File: src/rtl/pc_fetch_stage_pkg.sv
// Shared constants, select encodings and helpers for the MIPS instruction-fetch stage.
package pc_fetch_stage_pkg;

  localparam int unsigned CSIZE_DEF = 31;
  localparam int unsigned ISIZE_DEF = 31;
  localparam int unsigned CNT_W     = 16;

  localparam logic [CSIZE_DEF:0] RESET_PC_DEF = 32'h0000_0000;
  // sll $0,$0,0 encodes as the all-zero word
  localparam logic [ISIZE_DEF:0] NOP_INSTR    = 32'h0000_0000;
  localparam logic [CNT_W-1:0]   CNT_MAX      = 16'hFFFF;

  typedef enum logic [1:0] {
    PC_SEL_PLUS   = 2'b00,
    PC_SEL_HOLD   = 2'b01,
    PC_SEL_BRANCH = 2'b10,
    PC_SEL_JUMP   = 2'b11
  } pc_sel_e;

  typedef enum logic [1:0] {
    IFID_CAPTURE = 2'b00,
    IFID_HOLD    = 2'b01,
    IFID_BUBBLE  = 2'b10
  } ifid_op_e;

  function automatic logic [CNT_W-1:0] sat_inc(input logic [CNT_W-1:0] v);
    logic [CNT_W-1:0] r;
    if (v == CNT_MAX) begin
      r = v;
    end else begin
      r = v + 16'd1;
    end
    return r;
  endfunction

endpackage

File: src/rtl/pc_fetch_stage_ifid_reg.sv
// IF/ID pipeline register: squash inserts a bubble (beats stall), stall holds, else capture.
module pc_fetch_stage_ifid_reg
  import pc_fetch_stage_pkg::*;
#(
  parameter int unsigned CSIZE = CSIZE_DEF,
  parameter int unsigned ISIZE = ISIZE_DEF
) (
  input  logic             clk_i,
  input  logic             reset_i,
  input  logic             stall_i,
  input  logic             squash_i,
  input  logic [ISIZE:0]   instr_i,
  input  logic [CSIZE:0]   pcplus_i,
  output logic [ISIZE:0]   instr_o,
  output logic [CSIZE:0]   pcplus_o,
  output logic             valid_o
);

  localparam logic [ISIZE:0] NOP        = NOP_INSTR;
  localparam logic [CSIZE:0] PCPLUS_CLR = {(CSIZE+1){1'b0}};

  ifid_op_e         op_s;
  logic [ISIZE:0]   instr_d, instr_q;
  logic [CSIZE:0]   pcplus_d, pcplus_q;
  logic             valid_d, valid_q;

  // Operation select
  always_comb begin
    op_s = IFID_CAPTURE;
    if (squash_i) begin
      op_s = IFID_BUBBLE;
    end else if (stall_i) begin
      op_s = IFID_HOLD;
    end else begin
      op_s = IFID_CAPTURE;
    end
  end

  // Next-state contents for the selected operation
  always_comb begin
    instr_d  = instr_q;
    pcplus_d = pcplus_q;
    valid_d  = valid_q;
    case (op_s)
      IFID_BUBBLE: begin
        instr_d  = NOP;
        pcplus_d = PCPLUS_CLR;
        valid_d  = 1'b0;
      end
      IFID_HOLD: begin
        instr_d  = instr_q;
        pcplus_d = pcplus_q;
        valid_d  = valid_q;
      end
      IFID_CAPTURE: begin
        instr_d  = instr_i;
        pcplus_d = pcplus_i;
        valid_d  = 1'b1;
      end
      default: begin
        instr_d  = NOP;
        pcplus_d = PCPLUS_CLR;
        valid_d  = 1'b0;
      end
    endcase
  end

  // IF/ID state register
  always_ff @(posedge clk_i) begin
    if (reset_i) begin
      instr_q  <= NOP;
      pcplus_q <= PCPLUS_CLR;
      valid_q  <= 1'b0;
    end else begin
      instr_q  <= instr_d;
      pcplus_q <= pcplus_d;
      valid_q  <= valid_d;
    end
  end

  assign instr_o  = instr_q;
  assign pcplus_o = pcplus_q;
  assign valid_o  = valid_q;

endmodule

File: src/rtl/pc_fetch_stage.sv
// Instruction-fetch stage: PC register, next-PC selection, IF/ID register and redirect counter.
module pc_fetch_stage
  import pc_fetch_stage_pkg::*;
#(
  parameter int unsigned    CSIZE    = CSIZE_DEF,
  parameter int unsigned    ISIZE    = ISIZE_DEF,
  parameter logic [CSIZE:0] RESET_PC = RESET_PC_DEF
) (
  input  logic              clk,
  input  logic              reset,
  input  logic              stall,
  input  logic              flush,
  input  logic              branch_taken,
  input  logic [CSIZE:0]    branch_target,
  input  logic              jump,
  input  logic [CSIZE:0]    jump_target,
  input  logic [CSIZE:0]    pc_plus_in,
  input  logic [ISIZE:0]    imem_rdata,
  output logic [CSIZE:0]    pc_out,
  output logic [ISIZE:0]    ifid_instr,
  output logic [CSIZE:0]    ifid_pcplus,
  output logic              ifid_valid,
  output logic [CNT_W-1:0]  redirect_cnt
);

  logic             redirect_s;
  logic             squash_s;
  pc_sel_e          pc_sel_s;
  logic [CSIZE:0]   pc_d, pc_q;
  logic [CNT_W-1:0] cnt_d, cnt_q;

  assign redirect_s = jump | branch_taken;
  assign squash_s   = flush | redirect_s;

  // Next-PC source priority: jump, branch, stall hold, sequential
  always_comb begin
    pc_sel_s = PC_SEL_PLUS;
    if (jump) begin
      pc_sel_s = PC_SEL_JUMP;
    end else if (branch_taken) begin
      pc_sel_s = PC_SEL_BRANCH;
    end else if (stall) begin
      pc_sel_s = PC_SEL_HOLD;
    end else begin
      pc_sel_s = PC_SEL_PLUS;
    end
  end

  // Next-PC mux
  always_comb begin
    pc_d = pc_plus_in;
    case (pc_sel_s)
      PC_SEL_JUMP:   pc_d = jump_target;
      PC_SEL_BRANCH: pc_d = branch_target;
      PC_SEL_HOLD:   pc_d = pc_q;
      PC_SEL_PLUS:   pc_d = pc_plus_in;
      default:       pc_d = pc_plus_in;
    endcase
  end

  // Redirect counter next state
  always_comb begin
    cnt_d = cnt_q;
    if (redirect_s) begin
      cnt_d = sat_inc(cnt_q);
    end else begin
      cnt_d = cnt_q;
    end
  end

  // PC and counter registers; reset discards any concurrent redirect
  always_ff @(posedge clk) begin
    if (reset) begin
      pc_q  <= RESET_PC;
      cnt_q <= 16'h0000;
    end else begin
      pc_q  <= pc_d;
      cnt_q <= cnt_d;
    end
  end

  pc_fetch_stage_ifid_reg #(
    .CSIZE (CSIZE),
    .ISIZE (ISIZE)
  ) u_ifid_reg (
    .clk_i    (clk),
    .reset_i  (reset),
    .stall_i  (stall),
    .squash_i (squash_s),
    .instr_i  (imem_rdata),
    .pcplus_i (pc_plus_in),
    .instr_o  (ifid_instr),
    .pcplus_o (ifid_pcplus),
    .valid_o  (ifid_valid)
  );

  assign pc_out       = pc_q;
  assign redirect_cnt = cnt_q;

endmodule

File: config.mk
export PLATFORM = sky130hd
export DESIGN_NAME = pc_fetch_stage
export DESIGN_NICKNAME = d
export VERILOG_FILES = /design/src/rtl/pc_fetch_stage_pkg.sv /design/src/rtl/pc_fetch_stage_ifid_reg.sv /design/src/rtl/pc_fetch_stage.sv
export SDC_FILE = /design/constraint.sdc
export NUM_CORES = 1
export LEC_CHECK = 0
export BUFFER_PORTS_ARGS = -buffer_cell sky130_fd_sc_hd__buf_2
export CORE_MARGIN = 3
export CORE_UTILIZATION = 40
export CTS_BUF_LIST = sky130_fd_sc_hd__clkbuf_16
export DETAILED_ROUTE_END_ITERATION = 7
export GPL_ROUTABILITY_DRIVEN = 0
export GPL_TIMING_DRIVEN = 0
export PLACE_DENSITY_LB_ADDON = 0.05
export SYNTH_ARGS = -nofsm -noshare
export SYNTH_HDL_FRONTEND = slang
export SYNTH_SLANG_ARGS = --single-unit
export TNS_END_PERCENT = 100
File: constraint.sdc
create_clock -name clk -period 5.36 [get_ports clk]
set_clock_uncertainty 0.15 [all_clocks]
set_input_delay 0.536 -clock clk [delete_from_list [all_inputs] [get_ports clk]]
set_output_delay 0.536 -clock clk [all_outputs]
set_load 0.005 [all_outputs]
# [Word-level counts from Yosys, hierarchy flattened]
# Cells that the tools add are included.
[word_totals] register_bits=113 input_bits=134 output_inout_bits=113
[op_classes] n_addsub=1 n_eq_ne=5 muxes=8 n_bitwise=3 reduce_logical=3
[op_table] cell="$pmux 32 s2" n=2
[op_table] cell="$pmux 32 s3" n=1
[op_table] cell="$add 16x1->16 const B" n=1
[op_table] cell="$eq 16x16->1 const B" n=1
[op_table] cell="$mux 2" n=3
[op_table] cell="$eq 2x1->1 const B" n=2
[op_table] cell="$eq 2x2->1 const B" n=2
[op_table] cell="$logic_not 2->1" n=2
[op_table] cell="$or 1x1->1" n=2
[op_table] cell="$pmux 1 s2" n=1
[op_table] cell="$reduce_and 2->1" n=1
[op_table] cell="$mux 1" n=1
[op_table] cell="$not 1->1" n=1

# [Logic depth before layout (Yosys ltp)]
[logic_depth] depth_word=5 mapped_depth=6

# [By module]
# Synthesis repeated with hierarchy kept, for this count alone.
[unflattened] cells_unflattened=559 area_unflattened_um2=4859.7
[modules_own_cells] mod="pc_fetch_stage" n_inst=1 cells_per_inst=349 area_per_inst_um2=2553.7 seq_area_each_um2=960.9
[modules_own_cells] mod="pc_fetch_stage_ifid_reg" n_inst=1 cells_per_inst=210 area_per_inst_um2=2306.0 seq_area_each_um2=1301.2

# [Worst setup path before layout]
# Ideal clock, no wire load.
[synth_path] kind="input port to flip-flop" start="in branch_taken" end="reg cnt_q[11], in the netlist redirect_cnt[11]" arrival_ps=1821 required_ps=5139 slack_ps=3318 cell_stages=5 path_cell_list="nor2_1 > or4_1 > buf_2 > or4_1 > a21oi_1"
[synth_via] elab_chain_len=2
[synth_lines] item="start: declaration" line_no="pc_fetch_stage.sv:13" rtl="input logic branch_taken,"
[synth_lines] item="$or 1x1->1" line_no="pc_fetch_stage.sv:32" rtl="assign redirect_s = jump | branch_taken;"
[synth_lines] item="$reduce_and 2->1 (no source line)"
[synth_lines] item="end signal: assignment" line_no="pc_fetch_stage.sv:78" rtl="cnt_q <= cnt_d;"
[synth_lines] item="end: declaration" line_no="pc_fetch_stage.sv:30" rtl="logic [CNT_W-1:0] cnt_d, cnt_q;"
# Every way passes these cells.
# A chain may end at the register's enable or synchronous reset.

# [Worst setup path in the final report]
[layout_path] start="reg cnt_q[0], in the netlist redirect_cnt[0]" end="reg cnt_q[5], in the netlist redirect_cnt[5]"
[layout_via] elab_chain_len=3 elab_cells_between_ends=4 cone_classes="1 x add/sub; 1 x eq/ne; 1 x bitwise; 1 x reduce/logical"
[layout_lines] item="parallel branches: the longest is 3 deep, another holds $add 16x1->16"
# Parallel ways; which one is timed is not known.

==> reports/results.txt <==
Main synth FF type: dfxtp_1
Die span in y: 115.0 um
Layout cell share with drive strength beyond 1: 0.3274
Fin. max-slew vios: 0
Power per Cell Area: 316.2 mW/mm2
CTS root buf: clkbuf_16
Clk pwr share: 0.463
Post-synth EDFFs: 0
Sequential cell area fraction in the yosys report: 0.4762
Arrival time at the worst endpoint: 2.76 ns
CTS Buffer Depth: 2
Unrepaired setup endpoints after global routing: false
Post-DRT Antenna Nets: 0
Commonest non-fill, non-tap cell in the layout: buf_2
Crit end category: register
Grt total ovfl: 0
Net Switching: 0.5121 mW
Final setup viols: 0
DR WL/cell: 16.29 um
Die Wd: 115.0 um
Inst Count DP: 958
Mapped cell area: 0.004751 mm2
Via count: 5232
Design area: 0.006670 mm2
# rows: 39
Period Utilization, post-route: 0.4843
Drt drc: 0
Class of the worst hold path: in -> reg
Fin crit period: 2.596 ns
Leading area contributor after synthesis: dfxtp_1
Post-DP HPWL: 12170 um
Post-synthesis net count: 704
Crit Path Max Fanout: 8
CTS tree: yes
Post-CTS Hold Buffers: 0
Sequential Area: 0.002262 mm2
Final Core Density: 0.5792
Fin. Hold Viols: 0
Worst Max-Slew Pin Slew: 1.294 ns
Clock-pin transition on the worst setup and hold timing paths: 0.05 ns
First-pass iteration count of the detailed router: 5
Crit path required time: 5.52 ns
Gate power share: 0.113
Top post-synthesis cells by area: dfxtp_1, nor3_1, nor2_1
Largest net degree at the start of global routing: 17
Synth-to-Final Area Change: 40.40%
# Post-CTS Setup Buffers: 0
Multi-input gate area: 0.002297 mm2
Syn_area_per_cell: 8.349 um2
Vias per Instance: 5.290
IO Pins: 247
Seq pwr share: 0.423
Core ar.: 0.01152 mm2
Worst relative slew slack: 0.1295
#FFs+latches synth: 113
Commonest non-fill, non-tap cells in the layout: buf_2, dfxtp_1, nor3_1
Post-Syn Instances: 569
Num CTS Buffers: 17
Fin cells: 989
Worst-Skew Late Latency: 0.41 ns
Area after DPL: 0.006161 mm2
P_int: 1.597 mW
First-pass GRT wire length: 24910 um
Fin Setup TNS: 0 ns
Initial Util: 0.4125
Antenna violations before repair: 1
Synth async-reset ratio: 0
Total track usage: 0.2418
Yosys top cell area share: 0.4762
Pre-CTS setup slack: 2.686 ns
DR iter-0 viols: 311
Worst Setup Start Kind: register
Status: complete, no violations
Fmax: 385.3 MHz
Diodes inserted: 0
Fin nets: 969
Static Leak: 3.115 nW
Yosys Warn Count: 0
Die Area: 0.01322 mm2
Layout fillers: 1146
H-tree Lvls: 4
Setup WS post-layout: 2.764 ns
# port buffers: 246
Clock sink count: 113
Netlist cell types: 41
Vias in the first global route: 4984
Switching share of power: 0.2428
Post-CTS sizing: 0
Final WL: 16110 um
Maximum vdd drop: 201.9 uV
CP Class: reg -> reg
Max Cap Viol: 0
==> Yosys cell counts (2+ instances only) <==
cell type	count
and3_1	2
a31oi_1	2
nand2_1	13
nor2_1	100
o311ai_0	2
o31ai_1	4
buf_1	3
o311a_1	2
mux2i_1	32
a21oi_1	43
inv_1	4
or2_2	2
clkbuf_1	40
a2bb2oi_1	2
or3_1	2
and2_1	2
or4_1	6
a22oi_1	32
o21ai_0	5
dfxtp_1	113
buf_2	3
nor3_1	102
nor2b_1	32
nand3_1	4
==> metrics by stage <==
stage	hold WS, ns	power, mW
floorplan	0.2921	1.027
global placement	0.2821	1.144
detailed placement	0.2871	1.148
CTS	0.2097	2.126
global route	0.2204	2.200
finish	0.2247	2.109
==> cells by family after synthesis <==
kind of cell,after synthesis,share of synthesized area
compound gates,99,0.1335
fa+ha+maj,1,0.002633
buf+inv,50,0.04029
flops,113,0.4762
mux,32,0.06742
simple gates,274,0.2800
==> layout make-up <==
cell class,instances,area share
flip-flops and latches,113,0.3391
plain buffers,46,0.02645
multi-input cells,406,0.3444
repair buffers,246,0.1846
well taps,143,0.02682
clock inverters,14,0.01257
inverters,4,0.002251
clock buffers,17,0.06378
==> power groups by stage <==
stage	Combinational, mW	Clock (mW)	Sequential [mW]
after global placement	0.235	0	0.908
final	0.239	0.977	0.893
after global routing	0.268	1.04	0.896
after floorplan	0.117	0	0.910
after detailed placement	0.239	0	0.909
after CTS	0.240	0.993	0.892
==> layer usage <==
| metal | vias to the layer above | global-route usage | routed length [um] | share of wire |
|---|---|---|---|---|
| li1 | 2544 | - | - | - |
| met4 | 2 | 0.08372 | 226 | 0.014 |
| met3 | 20 | 0.08632 | 1511 | 0.094 |
| met1 | 2448 | 0.2999 | 6885 | 0.43 |
| met5 | - | 0 | 13 | 0.00081 |
| met2 | 218 | 0.3904 | 7474 | 0.46 |
==> state kept, by name (all words and copies together), names as in the netlist <==
name / flops
pc_out: 32
u_ifid_reg.instr_o: 32
u_ifid_reg.pcplus_o: 32
redirect_cnt: 16
u_ifid_reg.valid_o: 1
==> worst paths after layout <==
| kind | startpoint | end | slack, ns | cells past startpoint |
|---|---|---|---|---|
| max reg2reg | redirect_cnt[0] | redirect_cnt[5] | 2.76 | 5 |
| min | pc_plus_in[12] | u_ifid_reg.pcplus_o[12] | 0.22 | 3 |
| max | redirect_cnt[0] | redirect_cnt[5] | 2.76 | 5 |
| min reg2reg | u_ifid_reg.valid_o | u_ifid_reg.valid_o | 0.29 | 2 |
==> worst max-delay path: stages, from the launching register on <==
cell      delay (ns)
dfxtp_1         0.40
ha_1            0.21
nand3_1         0.12
nor4_1          1.09
nand2_1         0.20
a311oi_1        0.31
Note: power is estimated with default switching activity, not from simulation.
